## src/rtl/riscv_pkg.sv

```systemverilog
// Shared RV32I definitions: datapath widths, reset/NOP constants and fetch-side types.
package riscv_pkg;

  localparam int unsigned XLEN          = 32;
  localparam int unsigned ILEN          = 32;
  localparam int unsigned FETCH_ENTRY_W = XLEN + ILEN;

  localparam logic [XLEN-1:0] PC_STEP          = 32'd4;
  localparam logic [XLEN-1:0] DEFAULT_RESET_PC = 32'h0000_0000;
  localparam logic [ILEN-1:0] INSTR_NOP        = 32'h0000_0013;

  typedef enum logic {
    FETCH = 1'b0,
    DRAIN = 1'b1
  } fetch_state_e;

  typedef struct packed {
    logic [XLEN-1:0] pc;
    logic [ILEN-1:0] instr;
  } fetch_entry_t;

  // Clear the byte offset so redirect targets land on a word boundary.
  function automatic logic [XLEN-1:0] align_pc(input logic [XLEN-1:0] addr);
    return addr & ~XLEN'(3);
  endfunction

endpackage

```

## src/rtl/fetch_fifo.sv

```systemverilog
// Synchronous FIFO with flush; the head entry is held in a register that keeps
// its last value while the FIFO is empty.
module fetch_fifo
  import riscv_pkg::*;
#(
  parameter int unsigned WIDTH = FETCH_ENTRY_W,
  parameter int unsigned DEPTH = 2
) (
  input  logic                     clk,
  input  logic                     rst,
  input  logic                     push,
  input  logic [WIDTH-1:0]         push_data,
  input  logic                     pop,
  input  logic                     flush,
  output logic                     full,
  output logic                     empty,
  output logic [$clog2(DEPTH):0]   count,
  output logic [WIDTH-1:0]         head_data
);

  localparam int unsigned AW = $clog2(DEPTH);
  localparam int unsigned CW = AW + 1;

  logic [WIDTH-1:0] mem [DEPTH];
  logic [AW-1:0]    wr_ptr;
  logic [AW-1:0]    rd_ptr;
  logic [AW-1:0]    rd_ptr_next;
  logic             do_push;
  logic             do_pop;
  logic [CW-1:0]    remain;
  logic [CW-1:0]    count_next;
  logic [WIDTH-1:0] head_next;

  // Next head: an older surviving entry wins, else a push into an emptied FIFO.
  always_comb begin
    do_pop      = pop && !empty;
    do_push     = push && (!full || do_pop);
    remain      = count - CW'(do_pop);
    rd_ptr_next = rd_ptr + AW'(do_pop);
    count_next  = remain + CW'(do_push);
    head_next   = head_data;
    if (flush) begin
      count_next = '0;
    end else if (remain != '0) begin
      head_next = mem[rd_ptr_next];
    end else if (do_push) begin
      head_next = push_data;
    end
  end

  always_ff @(posedge clk) begin
    if (rst) begin
      wr_ptr    <= '0;
      rd_ptr    <= '0;
      count     <= '0;
      full      <= 1'b0;
      empty     <= 1'b1;
      head_data <= '0;
    end else begin
      head_data <= head_next;
      count     <= count_next;
      full      <= (count_next == CW'(DEPTH));
      empty     <= (count_next == '0);
      if (flush) begin
        wr_ptr <= '0;
        rd_ptr <= '0;
      end else begin
        rd_ptr <= rd_ptr_next;
        if (do_push) wr_ptr <= wr_ptr + AW'(1);
      end
    end
  end

  always_ff @(posedge clk) begin
    if (do_push && !flush) mem[wr_ptr] <= push_data;
  end

endmodule

```

## src/rtl/if_fetch_unit.sv

```systemverilog
// Instruction-fetch initiator: issues imem reads from the PC, buffers {pc, instr}
// pairs and hands them to decode; EX redirects flush the buffer and retarget the PC.
module if_fetch_unit
  import riscv_pkg::*;
#(
  parameter logic [XLEN-1:0] RESET_PC   = DEFAULT_RESET_PC,
  parameter int unsigned     FIFO_DEPTH = 2
) (
  input  logic            clk,
  input  logic            rst,
  output logic [XLEN-1:0] imem_addr,
  output logic            imem_read,
  input  logic            imem_ready,
  input  logic [ILEN-1:0] imem_ins,
  input  logic            redirect_valid,
  input  logic [XLEN-1:0] redirect_pc,
  output logic            if_valid,
  output logic [XLEN-1:0] if_pc,
  output logic [ILEN-1:0] if_instr,
  input  logic            id_ready
);

  localparam int unsigned CW = $clog2(FIFO_DEPTH) + 1;

  fetch_state_e    state;
  logic [XLEN-1:0] pc;
  logic [XLEN-1:0] pending_pc;
  logic [XLEN-1:0] target;
  logic            xfer;
  logic            push;
  logic            pop;
  logic            space;
  logic [CW-1:0]   count_next;
  logic            fifo_full;
  logic            fifo_empty;
  logic [CW-1:0]   fifo_count;
  fetch_entry_t    push_entry;
  fetch_entry_t    head_entry;

  assign imem_addr = pc;
  assign if_valid  = !fifo_empty;
  assign if_pc     = head_entry.pc;
  assign if_instr  = head_entry.instr;

  // Handshake decode and next-cycle occupancy used to decide whether to keep reading.
  always_comb begin
    target     = align_pc(redirect_pc);
    xfer       = imem_read && imem_ready;
    pop        = if_valid && id_ready;
    push       = (state == FETCH) && xfer && !redirect_valid && (!fifo_full || pop);
    count_next = redirect_valid ? '0 : fifo_count + CW'(push) - CW'(pop);
    space      = (count_next < CW'(FIFO_DEPTH));
    push_entry = '{pc: pc, instr: imem_ins};
  end

  // A read, once raised, stays up with a stable address until imem_ready.
  always_ff @(posedge clk) begin
    if (rst) begin
      state      <= FETCH;
      pc         <= RESET_PC;
      pending_pc <= '0;
      imem_read  <= 1'b0;
    end else begin
      case (state)
        FETCH: begin
          if (redirect_valid && imem_read && !imem_ready) begin
            state      <= DRAIN;
            pending_pc <= target;
          end else if (redirect_valid) begin
            pc        <= target;
            imem_read <= 1'b1;
          end else begin
            if (xfer) pc <= pc + PC_STEP;
            imem_read <= (imem_read && !imem_ready) || space;
          end
        end
        DRAIN: begin
          if (imem_ready) begin
            state <= FETCH;
            pc    <= redirect_valid ? target : pending_pc;
          end else if (redirect_valid) begin
            pending_pc <= target;
          end
        end
      endcase
    end
  end

  fetch_fifo #(
    .WIDTH (FETCH_ENTRY_W),
    .DEPTH (FIFO_DEPTH)
  ) u_fifo (
    .clk       (clk),
    .rst       (rst),
    .push      (push),
    .push_data (push_entry),
    .pop       (pop),
    .flush     (redirect_valid),
    .full      (fifo_full),
    .empty     (fifo_empty),
    .count     (fifo_count),
    .head_data (head_entry)
  );

endmodule
```

## config.mk

```make
export PLATFORM = sky130hd
export DESIGN_NAME = if_fetch_unit
export DESIGN_NICKNAME = d
export VERILOG_FILES = /design/src/rtl/riscv_pkg.sv /design/src/rtl/fetch_fifo.sv /design/src/rtl/if_fetch_unit.sv
export SDC_FILE = /design/constraint.sdc
export NUM_CORES = 1
export LEC_CHECK = 0
export BUFFER_PORTS_ARGS = -buffer_cell sky130_fd_sc_hd__buf_2
export CAP_MARGIN = 20
export CORE_MARGIN = 2
export CORE_UTILIZATION = 52
export DETAILED_ROUTE_END_ITERATION = 7
export PLACE_DENSITY_LB_ADDON = 0.2
export SYNTH_ARGS = -nofsm -noshare
export SYNTH_HDL_FRONTEND = slang
export SYNTH_HIERARCHICAL = 1
export SYNTH_SLANG_ARGS = --single-unit
```

## constraint.sdc

```tcl
create_clock -name clk -period 6.2 [get_ports clk]
set_input_delay 0.62 -clock clk [delete_from_list [all_inputs] [get_ports clk]]
set_output_delay 0.62 -clock clk [all_outputs]
set_load 0.1 [all_outputs]
```

==> metrics.cfg, run 1 <==
[synth]
synthDistinctLibCells=73
synth_compound_area_share_pct=20.1
ys_seq_area_share_pct=51.9
syn_area_per_cell_um2=10.2
synth_fa_ha_area_share_pct=0.396
yosys.area_share.simple_pct=19.9
synthMuxAreaShare_pct=0.979
synth-seq-cells=264
synth_area_um2=12600
synthArstFlopShare_pct=0
synth-edff-count=128
synth_top_family_by_area=compound AO/OA/AOI/OAI gates
synth_top_area_share_pct=30.4
synth-main-ff-cell=dfxtp_1
synth_top_area_cell=edfxtp_1
synth_nets=1310
synth-xor-area-share_pct=0.544
synth.top_cells.by_count=dfxtp_1, edfxtp_1, nand2_1, inv_1, a32o_1
syn_inst=1237
ys_top_cells_by_area=edfxtp_1, dfxtp_1, a32o_1, and4b_1, a221oi_1
synth_most_common_cell=dfxtp_1
ys_warn_count=6

[setup_path]
cp_slowest_cell=o22ai_4
crit_chain=buf_4 -> nand2b_4 -> inv_2 -> ha_4 -> xnor2_2 -> buf_4 -> nand3b_1 -> o22ai_4 -> buf_4 -> a32o_1
crit_path_max_fanout=66
crit_required_ns=6.67
critPathMaxStageDelay_ns=0.79
rr_worst_depth=10
arrival_ns=4.67
path_class=reg2reg
start_kind=flip-flop
cp-end-kind=flip-flop
cpMostUsedCell=buf_4

[worst_hold_path]
min_path_type=in2reg
hold_depth=1

[placement]
portBuffers=164
dp_worst_setup_slack_ns=2.09
hpwl_um=19200
placed_cells_incl_taps=1632
gp_congestion=0.840

[status]
status=complete, no violations

[global_routing]
track_usage_pct=24.8
grt-ovfl-total=0
grt_max_degree=129
grt_pass1_wl_um=51700
antenna_found_initial=0
grt_pass1_vias=9557

[sta]
clock_skew_ns=0.00909
rsz0062_at_grt=false
worst_hold_slack_ns=0.279
fin_ws_ns=2.00
setup_tns_ns=0
fmax_ghz=0.238
worst_pin_slew_ns=1.03
report.final.slew_viol_count=0
period_minus_slack_ns=4.20
hold_viol=0
post-route-period-util_pct=67.7
slew_headroom_pct=30.9
setup_viol_count_final=0

[drt]
via_per_inst=6.08
dr_total_vias=10249
antenna_left=0
wire_per_inst_um=19.7
drt_first_iter_violations=873
wl_um=33300
drt_pass1_iterations=6
drc_errors=0

[flow_run]
maxCapViolations=0

[clock_tree]
clkSlewWorstSetupHoldPaths_ns=0.06
cts_resized=0
tritoncts=done
cts_hold_buf=0
worstSkewPairLatency_ns=0.54
root_buffer=clkbuf_16
ctsLongestPathBuffers=3
cts_setup_buffers=0
htree_levels=1
clock_sinks=264
cts_buffers=29

[finish]
stdcell_count=1687
layout-drive-gt1-share_pct=19.6
fillCellCount=2051
nets=1414
insertedDiodeCount=0
syn2layout_area_growth_pct=16.4

[floorplanning]
rows=57
die_w_um=160
die_area_um2=25600
initial_utilization_pct=52.5
io_pins=167
die_h_um=160
core_um2=24100

[power]
p_per_area_nw_per_um2=295
leakagePower_nw=5.99
peakVddDrop_mv=0.228

-- area by class of cell --
class	count	area, µm²	share of cell area (%)
flip-flops and latches	264	6570	44.6
multi-input cells	783	5380	36.5
repair buffers	184	1010	6.84
clock buffers	39	793	5.39
well taps	324	405	2.75
inverters	79	297	2.01
clock inverters	14	268	1.82
-- critical path: cells and delay by family (launching register included) --
family                   cells  cell delay (ns)
AND/OR/NAND/NOR              2             0.46
buffers and inverters        4             1.66
flip-flops                   1             0.68
AO/OA/AOI/OAI                2             0.98
XOR/XNOR                     1             0.15
adder cells (fa/ha/maj)      1             0.17
-- path summary, 6_finish.rpt --
path                   from                   end  slack, ns
max reg2reg    u_fifo/empty  u_fifo/head_data[35]       2.00
min            imem_ins[31]     u_fifo/mem[1][31]       0.28
min reg2reg  pending_pc[26]        pending_pc[26]       0.45
max            u_fifo/empty  u_fifo/head_data[35]       2.00
-- cell families after synthesis --
logic type,after synthesis
multiplexers,12
buffers and inverters,190
flip-flops,264
XOR/XNOR,7
AO/OA/AOI/OAI,340
adder cells (fa/ha/maj),4
AND/OR/NAND/NOR,420
-- stage by stage --
step                utilization (%)  total power, mW  cell area (µm²)
floorplan                         -             2.34            12700
global placement               56.4             2.46            13600
detailed placement             56.5             2.47            13600
CTS                            60.9             4.37            14700
global route                   61.1             4.47            14700
finish                         61.1             4.34            14700
-- flip-flops by register name (all words and copies together) (netlist names) --
signal and count:
u_fifo/count 2, state 1, u_fifo/empty 1, pending_pc 32, imem_read 1, imem_addr 32
u_fifo/head_data 64, u_fifo/full 1, u_fifo/mem 128, u_fifo/wr_ptr 1, u_fifo/rd_ptr 1
-- per-layer routing --
metal | track usage, % | wire length [µm] | up-vias
li1 | - | - | 4854
met3 | 3.90 | 2280 | 60
met4 | 7.66 | 777 | 0
met2 | 40.5 | 15600 | 367
met5 | 0 | 0 | -
met1 | 34.1 | 14600 | 4968
-- power breakdown --
group          internal [mW]  total, mW  switching [mW]
Sequential              1.88       1.94          0.0637
Combinational          0.118      0.493           0.375
Clock                   1.22       1.91           0.685
-- cell usage in the layout (no fill, tap or decap), types with 10 or more instances in the layout --
master and n:
and4b_1 64, nand4_1 12, nor3_1 12, a21oi_1 58, and3_1 13, dfxtp_1 133
inv_1 75, o21ai_0 39, nand3_1 16, buf_4 17, clkbuf_16 29, nor2b_1 64
nand2b_1 68, a221oi_2 10, edfxtp_1 128, buf_2 164, mux2i_1 10, nor2_1 27
o21ai_1 55, nand2_1 115, a221oi_1 57, a32o_1 70
No activity file was read; power rests on OpenSTA's default activity.
==> run 2: changes to the inputs <==
--- a/config.mk
+++ b/config.mk
@@ -8,7 +8,7 @@
 export BUFFER_PORTS_ARGS = -buffer_cell sky130_fd_sc_hd__buf_2
 export CAP_MARGIN = 20
 export CORE_MARGIN = 2
-export CORE_UTILIZATION = 52
+export CORE_UTILIZATION = 58
 export DETAILED_ROUTE_END_ITERATION = 7
 export PLACE_DENSITY_LB_ADDON = 0.2
 export SYNTH_ARGS = -nofsm -noshare
==> constraint.sdc (replaced) <==
create_clock -name clk -period 4.37 [get_ports clk]
set_input_delay 0.437 -clock clk [delete_from_list [all_inputs] [get_ports clk]]
set_output_delay 0.437 -clock clk [all_outputs]
set_load 0.1 [all_outputs]
==> run 2 against run 1 <==
Effect of this change: flip-flop and latch count unchanged; combinational power increased by 41%; die area decreased by 10%; worst setup slack worse by 1.1 ns; clock power rose by 20%; final cell count down 2.3%; first-iteration DRC count unchanged; sequential share of layout area grew 0.57 points; power is 32% higher; register-to-register slack lost 1.1 ns; clock-buffer cell count increased by 5; design area decreased by 1.3%.
==> metrics.cfg, run 2 (same netlist as run 1, synthesis figures left out) <==
[status]
status=complete, no violations

[sta]
worst_pin_slew_ns=1.11
hold_viol=0
clock_skew_ns=0.00989
fmax_ghz=0.292
report.final.slew_viol_count=0
setup_viol_count_final=0
period_minus_slack_ns=3.42
setup_tns_ns=0
rsz0062_at_grt=false
slew_headroom_pct=26.0
post-route-period-util_pct=78.3

[floorplanning]
core_um2=21600
die_h_um=152
io_pins=167
die_area_um2=23000
initial_utilization_pct=58.5
die_w_um=152
rows=54

[placement]
gp_congestion=0.847
hpwl_um=18800
portBuffers=164

[setup_path]
start_kind=flip-flop
crit_path_max_fanout=66
path_class=reg2reg
crit_required_ns=4.84
cp-end-kind=flip-flop
arrival_ns=3.89

[clock_tree]
cts_resized=0
tritoncts=done
cts_hold_buf=0
clock_sinks=264
worstSkewPairLatency_ns=0.54
ctsLongestPathBuffers=3
cts_setup_buffers=0
cts_buffers=29
htree_levels=1
root_buffer=clkbuf_16
clkSlewWorstSetupHoldPaths_ns=0.06

[finish]
largest_reg_flops=128
multiInputGateArea_um2=5360
fin_util_pct=67.2
seq_area_um2=6570
final_common_cell=buf_2
reg_top3=u_fifo/mem (128), u_fifo/head_data (64)
final_cell_mix=buf_2, dfxtp_1, edfxtp_1
nets=1419
layout-drive-gt1-share_pct=19.5
largest-register=u_fifo/mem
syn2layout_area_growth_pct=14.9
fillCellCount=1721

[global_routing]
track_usage_pct=27.1
grt-ovfl-total=0
grt_pass1_wl_um=49700
grt_pass1_vias=9618
antenna_found_initial=1
grt_max_degree=130

[power]
p_per_area_nw_per_um2=395
total_power_mw=5.74
power.switching_mw=1.56
p_comb_share_pct=12.1
intPower_mw=4.18
peakVddDrop_mv=0.352
leakagePower_nw=5.93
clockPowerShare_pct=39.9
power_frac_seq_pct=47.9
swShare_pct=27.2

[drt]
drt_pass1_iterations=6
dr_total_vias=10362
drc_errors=0
wire_per_inst_um=19.5
drt_first_iter_violations=873
via_per_inst=6.29
wl_um=32200
antenna_left=0

[worst_hold_path]
min_path_type=in2reg

[flow_run]
maxCapViolations=0

run 2: layout make-up:
| cell class | count | share of cell area [%] |
|---|---|---|
| tap | 280 | 2.41 |
| multi-input combinational | 783 | 36.9 |
| clock inverter | 8 | 0.456 |
| timing repair buffer | 189 | 7.30 |
| clock buffer | 44 | 5.66 |
| inverter | 79 | 2.04 |
| sequential | 264 | 45.2 |
| antenna | 1 | 0.0172 |
run 2: final timing paths:
path | startpoint | slack [ns] | depth (start not counted) | to
max | u_fifo/empty | 0.95 | 11 | u_fifo/head_data[58]
min | imem_ins[30] | 0.1 | 1 | u_fifo/mem[1][30]
max reg2reg | u_fifo/empty | 0.95 | 11 | u_fifo/head_data[58]
min reg2reg | pending_pc[13] | 0.45 | 2 | pending_pc[13]
run 2: metrics by stage:
| step | instance area (µm²) | setup slack [ns] | hold slack (ns) | cells |
|---|---|---|---|---|
| after detailed placement | 13600 | 0.972 | 0.443 | 1594 |
| final | 14500 | 0.950 | 0.0952 | 1648 |
| after global placement | 13600 | 0.956 | 0.437 | 1593 |
| after CTS | 14500 | 0.950 | 0.0819 | 1646 |
| after global routing | 14500 | 0.736 | 0.0845 | 1647 |
| after floorplan | 12700 | 0.433 | 0.432 | 1237 |
run 2: worst max-delay path, stage by stage (launching register included):
cell and delay [ns]:
dfxtp_2 0.64, nand2b_1 0.31, inv_2 0.09, nand2b_4 0.08
inv_2 0.07, ha_2 0.19, xnor2_2 0.18, buf_4 0.71
nand3b_1 0.24, o22ai_4 0.16, buf_4 0.46, a32o_1 0.20
run 2: power by group through the flow:
stage	clock network (mW)	logic, mW	registers (mW)
after global routing	2.42	0.738	2.76
after detailed placement	0	0.694	2.80
after global placement	0	0.684	2.80
final	2.29	0.696	2.75
after floorplan	0	0.244	3.07
after CTS	2.32	0.696	2.75
run 2: per-layer routing:
metal	share of wire (%)	GRT usage (%)
met2	48	46.1
met5	0	0
met1	42	35.6
met4	2.0	7.59
met3	8.0	4.91
